$ cat src/rtl/pipe_add_pkg.sv
// Shared definitions for the pipelined adder/subtractor: default geometry,
// stage payload layout and a reference overflow helper.
package pipe_add_pkg;

  localparam int DEF_WIDTH  = 16;
  localparam int DEF_STAGES = 4;
  localparam int CH         = DEF_WIDTH / DEF_STAGES;

  // Stage payload at the default geometry; the top declares the same layout
  // locally so that it tracks its own WIDTH parameter.
  typedef struct packed {
    logic                 valid;
    logic                 carry;
    logic [DEF_WIDTH-1:0] a;
    logic [DEF_WIDTH-1:0] b;
    logic [DEF_WIDTH-1:0] s;
  } pipe_stage_t;

  function automatic int chunk_width(input int width, input int stages);
    return width / stages;
  endfunction

  // Signed overflow from the operand MSBs (b already conditionally inverted).
  function automatic logic ref_ovf(input logic a_msb, input logic b_eff_msb,
                                   input logic s_msb);
    return (a_msb == b_eff_msb) && (s_msb != a_msb);
  endfunction

endpackage

$ cat src/rtl/pipe_add_stage.sv
// Combinational CH-bit ripple chunk adder made of per-bit full-add cells.
module pipe_add_stage #(
  parameter int CH = 4
) (
  input  logic [CH-1:0] i_a,
  input  logic [CH-1:0] i_b,
  input  logic          i_cin,
  output logic [CH-1:0] o_sum,
  output logic          o_cout
);

  logic w_carry;

  always_comb begin
    w_carry = i_cin;
    o_sum   = '0;
    for (int i = 0; i < CH; i++) begin
      o_sum[i] = i_a[i] ^ i_b[i] ^ w_carry;
      w_carry  = (i_a[i] & i_b[i]) | (w_carry & (i_a[i] ^ i_b[i]));
    end
    o_cout = w_carry;
  end

endmodule

$ cat src/rtl/pipe_add.sv
// Pipelined ripple-carry adder/subtractor: one CH-bit chunk per stage, carry
// registered between stages, valid/ready handshake with bubble collapsing.
module pipe_add
  import pipe_add_pkg::*;
#(
  parameter int WIDTH  = 16,
  parameter int STAGES = 4
) (
  input  logic             clk,
  input  logic             rst_n,
  input  logic             in_valid,
  output logic             in_ready,
  input  logic [WIDTH-1:0] a,
  input  logic [WIDTH-1:0] b,
  input  logic             sub,
  output logic             out_valid,
  input  logic             out_ready,
  output logic [WIDTH-1:0] sum,
  output logic             cout,
  output logic             ovf
);

  localparam int CHUNK = chunk_width(WIDTH, STAGES);

  typedef struct packed {
    logic             valid;
    logic             carry;
    logic [WIDTH-1:0] a;
    logic [WIDTH-1:0] b;
    logic [WIDTH-1:0] s;
  } stage_t;

  stage_t            w_cur [STAGES];
  stage_t            w_src [STAGES];
  logic [STAGES-1:0] w_load;

  // A stage loads when empty or when the stage after it is loading.
  always_comb begin
    w_load             = '0;
    w_load[STAGES-1]   = ~w_cur[STAGES-1].valid | out_ready;
    for (int k = STAGES - 2; k >= 0; k--) begin
      w_load[k] = ~w_cur[k].valid | w_load[k+1];
    end
  end

  assign in_ready = w_load[0];

  for (genvar gi = 0; gi < STAGES; gi++) begin : g_stage
    stage_t           r_stage;
    stage_t           w_next;
    logic [CHUNK-1:0] w_chunk;
    logic             w_cout;

    if (gi == 0) begin : g_first
      assign w_src[gi] = '{valid: in_valid, carry: sub, a: a,
                           b: (sub ? ~b : b), s: '0};
    end else begin : g_rest
      assign w_src[gi] = w_cur[gi-1];
    end

    pipe_add_stage #(.CH(CHUNK)) u_stage (
      .i_a   (w_src[gi].a[gi*CHUNK +: CHUNK]),
      .i_b   (w_src[gi].b[gi*CHUNK +: CHUNK]),
      .i_cin (w_src[gi].carry),
      .o_sum (w_chunk),
      .o_cout(w_cout)
    );

    always_comb begin
      w_next                        = w_src[gi];
      w_next.carry                  = w_cout;
      w_next.s[gi*CHUNK +: CHUNK]   = w_chunk;
    end

    always_ff @(posedge clk or negedge rst_n) begin
      if (!rst_n) begin
        r_stage <= '0;
      end else if (w_load[gi]) begin
        if (w_src[gi].valid) begin
          r_stage <= w_next;
        end else begin
          r_stage.valid <= 1'b0;
        end
      end
    end

    assign w_cur[gi] = r_stage;
  end

  assign out_valid = w_cur[STAGES-1].valid;
  assign sum       = w_cur[STAGES-1].s;
  assign cout      = w_cur[STAGES-1].carry;
  assign ovf       = (w_cur[STAGES-1].a[WIDTH-1] == w_cur[STAGES-1].b[WIDTH-1]) &&
                     (w_cur[STAGES-1].s[WIDTH-1] != w_cur[STAGES-1].a[WIDTH-1]);

endmodule

$ cat config.mk
export PLATFORM = sky130hd
export DESIGN_NAME = pipe_add
export DESIGN_NICKNAME = d
export VERILOG_FILES = /design/src/rtl/pipe_add_pkg.sv /design/src/rtl/pipe_add_stage.sv /design/src/rtl/pipe_add.sv
export SDC_FILE = /design/constraint.sdc
export NUM_CORES = 1
export LEC_CHECK = 0
export BUFFER_PORTS_ARGS = -buffer_cell sky130_fd_sc_hd__buf_2
export CORE_ASPECT_RATIO = 2
export CORE_MARGIN = 2
export CORE_UTILIZATION = 45
export DETAILED_ROUTE_END_ITERATION = 10
export GPL_TIMING_DRIVEN = 0
export SYNTH_ARGS = -nofsm -noshare
export SYNTH_HDL_FRONTEND = slang
export SYNTH_SLANG_ARGS = --single-unit
$ cat constraint.sdc
create_clock -name clk -period 5.6 [get_ports clk]
set_input_delay 0.56 -clock clk [delete_from_list [all_inputs] [get_ports clk]]
set_output_delay 0.56 -clock clk [all_outputs]
set_load 0.005 [all_outputs]
Word level (Yosys, flattened, before mapping)
Index checks and enable logic that the tools add are counted.
{ "classes": {"n_lt_le_gt_ge": 0, "eq_ne": 2, "n_div": 0, "n_reduce_logical": 5, "shift": 0, "n_mux": 5, "multipliers": 0, "bitwise": 89, "n_addsub": 0} }
{ "op_table": {"columns": ["op", "n"], "rows": [
  ["1-bit AND", 32],
  ["1-bit bitwise XOR", 32],
  ["1-bit bitwise OR", 20],
  ["16-bit two-way mux", 1],
  ["16-bit NOT", 1],
  ["2-bit AND reduction", 4],
  ["1-bit two-way mux", 4],
  ["1-bit NOT", 4],
  ["1-bit == test", 1],
  ["1-bit logical AND", 1],
  ["1-bit inequality test", 1]
]} }
{ "word_totals": {"latchBits": 0, "n_memories": 0, "mem_bits_rw": 0, "input_bits": 37, "romBits": 0, "register_bits": 176, "output_inout_bits": 20} }

Longest topological paths before layout
{ "logic_depth": {"word_depth": 11, "mapped_depth": 9, "ltp_nobuf": 8} }

By module
A second synthesis with hierarchy kept.
{ "hier_totals": {"cells_unflattened": 307, "hier_area_um2": 4449.3} }
{ "by_module_without_submodules": {"columns": ["module", "instances", "area_each_um2", "seq_area_each_um2", "cells_each"], "rows": [
  ["pipe_add", 1, 3978.8, 2452.4, 251],
  ["pipe_add_stage", 4, 117.6, 0.0, 14]
]} }

Worst setup path after synthesis
Ideal clock, no wire load.
{ "synth_timing": {"kind": "input port to flip-flop", "startpoint": "in sub", "endpoint": "reg g_stage[0].r_stage[3] in the netlist's numbering", "required_time_ns": 5.475, "stages": 9, "setup_ns": 0.125, "n_path_buf": 2, "slack_ns": 2.989, "arrival_time_ns": 2.486, "path_cell_list": "buf_2 > buf_2 > xor2_1 > fa_1 > inv_1 > fa_1 > inv_1 > fa_1 > mux2_4"} }
{ "synth_via": {"elab_chain_len": 9} }
{ "synth_lines": {"columns": ["item", "line_no", "text"], "rows": [
  ["start: declaration", "pipe_add.sv:15", "input logic sub,"],
  ["16-bit two-way mux", "pipe_add.sv:56", "b: (sub ? ~b : b), s: '0};"],
  ["1-bit bitwise XOR", "pipe_add_stage.sv:19", "w_carry = (i_a[i] & i_b[i]) | (w_carry & (i_a[i] ^ i_b[i]));"],
  ["1-bit AND", "pipe_add_stage.sv:19", null],
  ["1-bit bitwise OR", "pipe_add_stage.sv:19", null],
  ["1-bit AND", "pipe_add_stage.sv:19", null],
  ["1-bit bitwise OR", "pipe_add_stage.sv:19", null],
  ["1-bit AND", "pipe_add_stage.sv:19", null],
  ["1-bit bitwise OR", "pipe_add_stage.sv:19", null],
  ["1-bit bitwise XOR (*)", "pipe_add_stage.sv:18", "o_sum[i] = i_a[i] ^ i_b[i] ^ w_carry;"],
  ["named net g_stage[0].u_stage.o_sum[3]", "pipe_add_stage.sv:8", "output logic [CH-1:0] o_sum,"],
  ["end signal: assignment", "pipe_add.sv:80", "r_stage <= w_next;"],
  ["end: declaration", "pipe_add.sv:49", "stage_t r_stage;"]
]} }
Mark *: on every way through the listed nets, which the timed path passes. The rest lies on a longest branch.
A chain may end at the register's enable or synchronous reset.

Worst setup path in the final report
Ends and elaborated chain as after synthesis.

==> qor.txt <==
Hold_ws: 0.130 ns
Simple-Gate Fraction of Synth Area: 1.89%
Synth cell count leaders: dfrtp_1 (98), mux2_2 (75), inv_1 (31)
Final std cells w/o fill: 477
Core ar.: 9380 sq um
Reg clk slew, reported paths: 0.06 ns
XOR/XNOR share of the synthesized area: 3.21%
Vias in the first global route: 2351
FF+latch count, synth: 98
CTS tree: done
Synth Area in Compound Gates: 1.55%
VDD IR max: 0.000219 V
Fin. max-slew vios: 0
Top-area cell type share of the netlist area: 56.1%
Run status: finished, final reports clean
Root buffer cell: clkbuf_16
Iteration-0 DRC count of the detailed router: 107
Initial antenna violation count: 0
Clk_skew: 0.00904 ns
YS warnings: 0
Clock Path Buffers: 2
Most common cell in the netlist: dfrtp_1
Reg2reg path depth: 8
Critical Path Fanout Max: 10
Post-Synth Adder-Cell Area: 6.87%
IO buf count: 55
Setup TNS: 0 ns
RSZ-0062 raised after global routing: no
Period utilization: 43.2%
N_diodes: 0
Distinct cells, synth: 21
Initial Utilization: 46.6%
PostCTS Resize Cnt: 0
DRT Pass-1 Iters: 4
Synth Instances: 303
Post-Syn Area per Cell: 14.4 sq um
Final Hold Viols: 0
Setup WS post-layout: 3.18 ns
Number of CTS-inserted buffers: 9
Final instance area: 5110 sq um
Synth top area cells: dfrtp_1 (56%), mux2_2 (19%), fa_1 (6.9%), buf_4 (2.7%), inv_1 (2.7%)
Wire per inst: 14.3 um
Hpwl dp: 5.16 mm
Largest family of logic cells by synthesized area: multiplexers
Sink Count: 98
DRT antenna net count: 0
Crit path launch type: primary input
FMAX: 413 MHz
Via/cell ratio: 4.88
Fin util: 54.5%
Leakage Power: 2.44 nW
Area post-placement: 4810 sq um
Die area: 10600 sq um
Minimum clock period: 2.42 ns
Prevailing post-synth register cell: dfrtp_1
Site Rows: 50
Worst skew pair latency: 0.34 ns
Total power: 2.44 mW
Data required, critical path: 5.82 ns
Global-route wire length before repair: 11.8 mm
GR Overflow Total: 0
Ys async rst share: 100%
Register area share after synthesis: 56.1%
Post-Syn Nets: 355
Area Growth Syn to Fin: 17.0%
Final setup fails: 0
Htree depth: 3
Nets: 422
P per Cell Area: 477 nW/um^2
Gr usage total: 14.8%
Mapped cell area: 4370 sq um
MaxCap Viol Count: 0
Final-layout fill cell count: 813
Post-CTS Hold Fix Bufs: 0
CP Class: in -> reg
Slew margin rel.: 75.5%
Pin count of the biggest net entering global routing: 74
Worst Tran Pin Value: 0.367 ns
Setup repair bufs after CTS: 0
Die span in x: 73.7 um
Number of synthesized flops with an enable pin: 0
Drt drc: 0
Drt total wl: 6.80 mm
Die H: 143 um
Layout cells sized above 1: 48.0%
Io pins: 57
Pre-CTS setup slack: 2.78 ns
Crit end category: register
Synth area leader: dfrtp_1
GPL Wtd Cong: 0.734
Crit path DAT: 2.64 ns
Worst hold path type: in -> async
Inst Count DP: 463
Total number of vias: 2327
Post-synthesis mux area share: 23.6%
[cells in the final DEF (no fill, tap or decap)]
master	instances
buf_4	17
mux2_2	75
buf_6	2
mux2i_1	8
a21boi_2	1
dfrtp_1	98
clkbuf_16	9
xor2_1	13
inv_1	31
mux2_4	7
buf_2	62
nor2_1	1
and4b_2	1
nand2b_1	4
fa_1	15
xnor2_1	3
clkbuf_1	1
o21ai_0	9
clkinv_2	1
buf_16	1
nand3b_1	1
nand4b_1	1
clkbuf_8	1
nand2_1	7
a21oi_1	1
bufinv_16	2
a31oi_1	1
[worst paths after layout]
| check | start | slack (ns) | endpoint |
|---|---|---|---|
| hold reg to reg | g_stage[0].r_stage[45]$_DFFE_PN0P_ | 0.50 | g_stage[1].r_stage[45]$_DFFE_PN0P_ |
| setup / recovery | sub | 3.18 | g_stage[0].r_stage[3]$_DFFE_PN0P_ |
| max in group asynchronous | rst_n | 4.81 | g_stage[0].r_stage[25]$_DFFE_PN0P_ |
| min in group clk | in_valid | 0.45 | g_stage[0].r_stage[49]$_DFFE_PN0N_ |
| setup reg to reg | g_stage[2].r_stage[28]$_DFFE_PN0P_ | 3.35 | sum[15]$_DFFE_PN0P_ |
| hold / removal | rst_n | 0.13 | g_stage[2].r_stage[29]$_DFFE_PN0P_ |
[per-layer routing]
metal	global-route usage [%]	part of all wire (%)	vias up
li1	-	-	1118
met1	19.8	43	1148
met2	22.8	51	52
met3	3.65	3.5	9
met4	6.32	2.0	0
met5	0	0	-
[registers in the layout (all words and copies together), names as in the netlist]
name,cells
g_stage.r_stage,80
sum,16
cout,1
out_valid,1
[cell type report]
type                       count  area, sq um  share of cell area (%)
timing repair buffer          56          305                    5.97
clock buffer                  11          243                    4.75
multi-input combinational    148         1620                    31.7
clock inverter                 3         65.1                    1.27
tap                          104          130                    2.54
buffer                        26          183                    3.57
inverter                      31          116                    2.27
sequential                    98         2450                    47.9
[kinds of logic after synthesis]
kind of cell	Yosys count
AO/OA/AOI/OAI	12
XOR/XNOR	16
adder cells (fa/ha/maj)	15
buffers and inverters	57
flip-flops	98
multiplexers	90
AND/OR/NAND/NOR	15
[critical path: stages]
cell and delay (ns):
buf_2 0.21, buf_2 0.32, xor2_1 0.22, fa_1 0.19, inv_1 0.05, fa_1 0.36, inv_1 0.07, fa_1 0.40
mux2_4 0.26
[power breakdown]
part	leakage (nW)	internal (mW)	total (mW)	switching [mW]
sequential	1.14	0.966	1.11	0.142
clock	0.151	0.398	0.643	0.245
combinational	1.15	0.426	0.691	0.265
total	2.44	1.79	2.44	0.652
(Power assumes the default switching activity.)
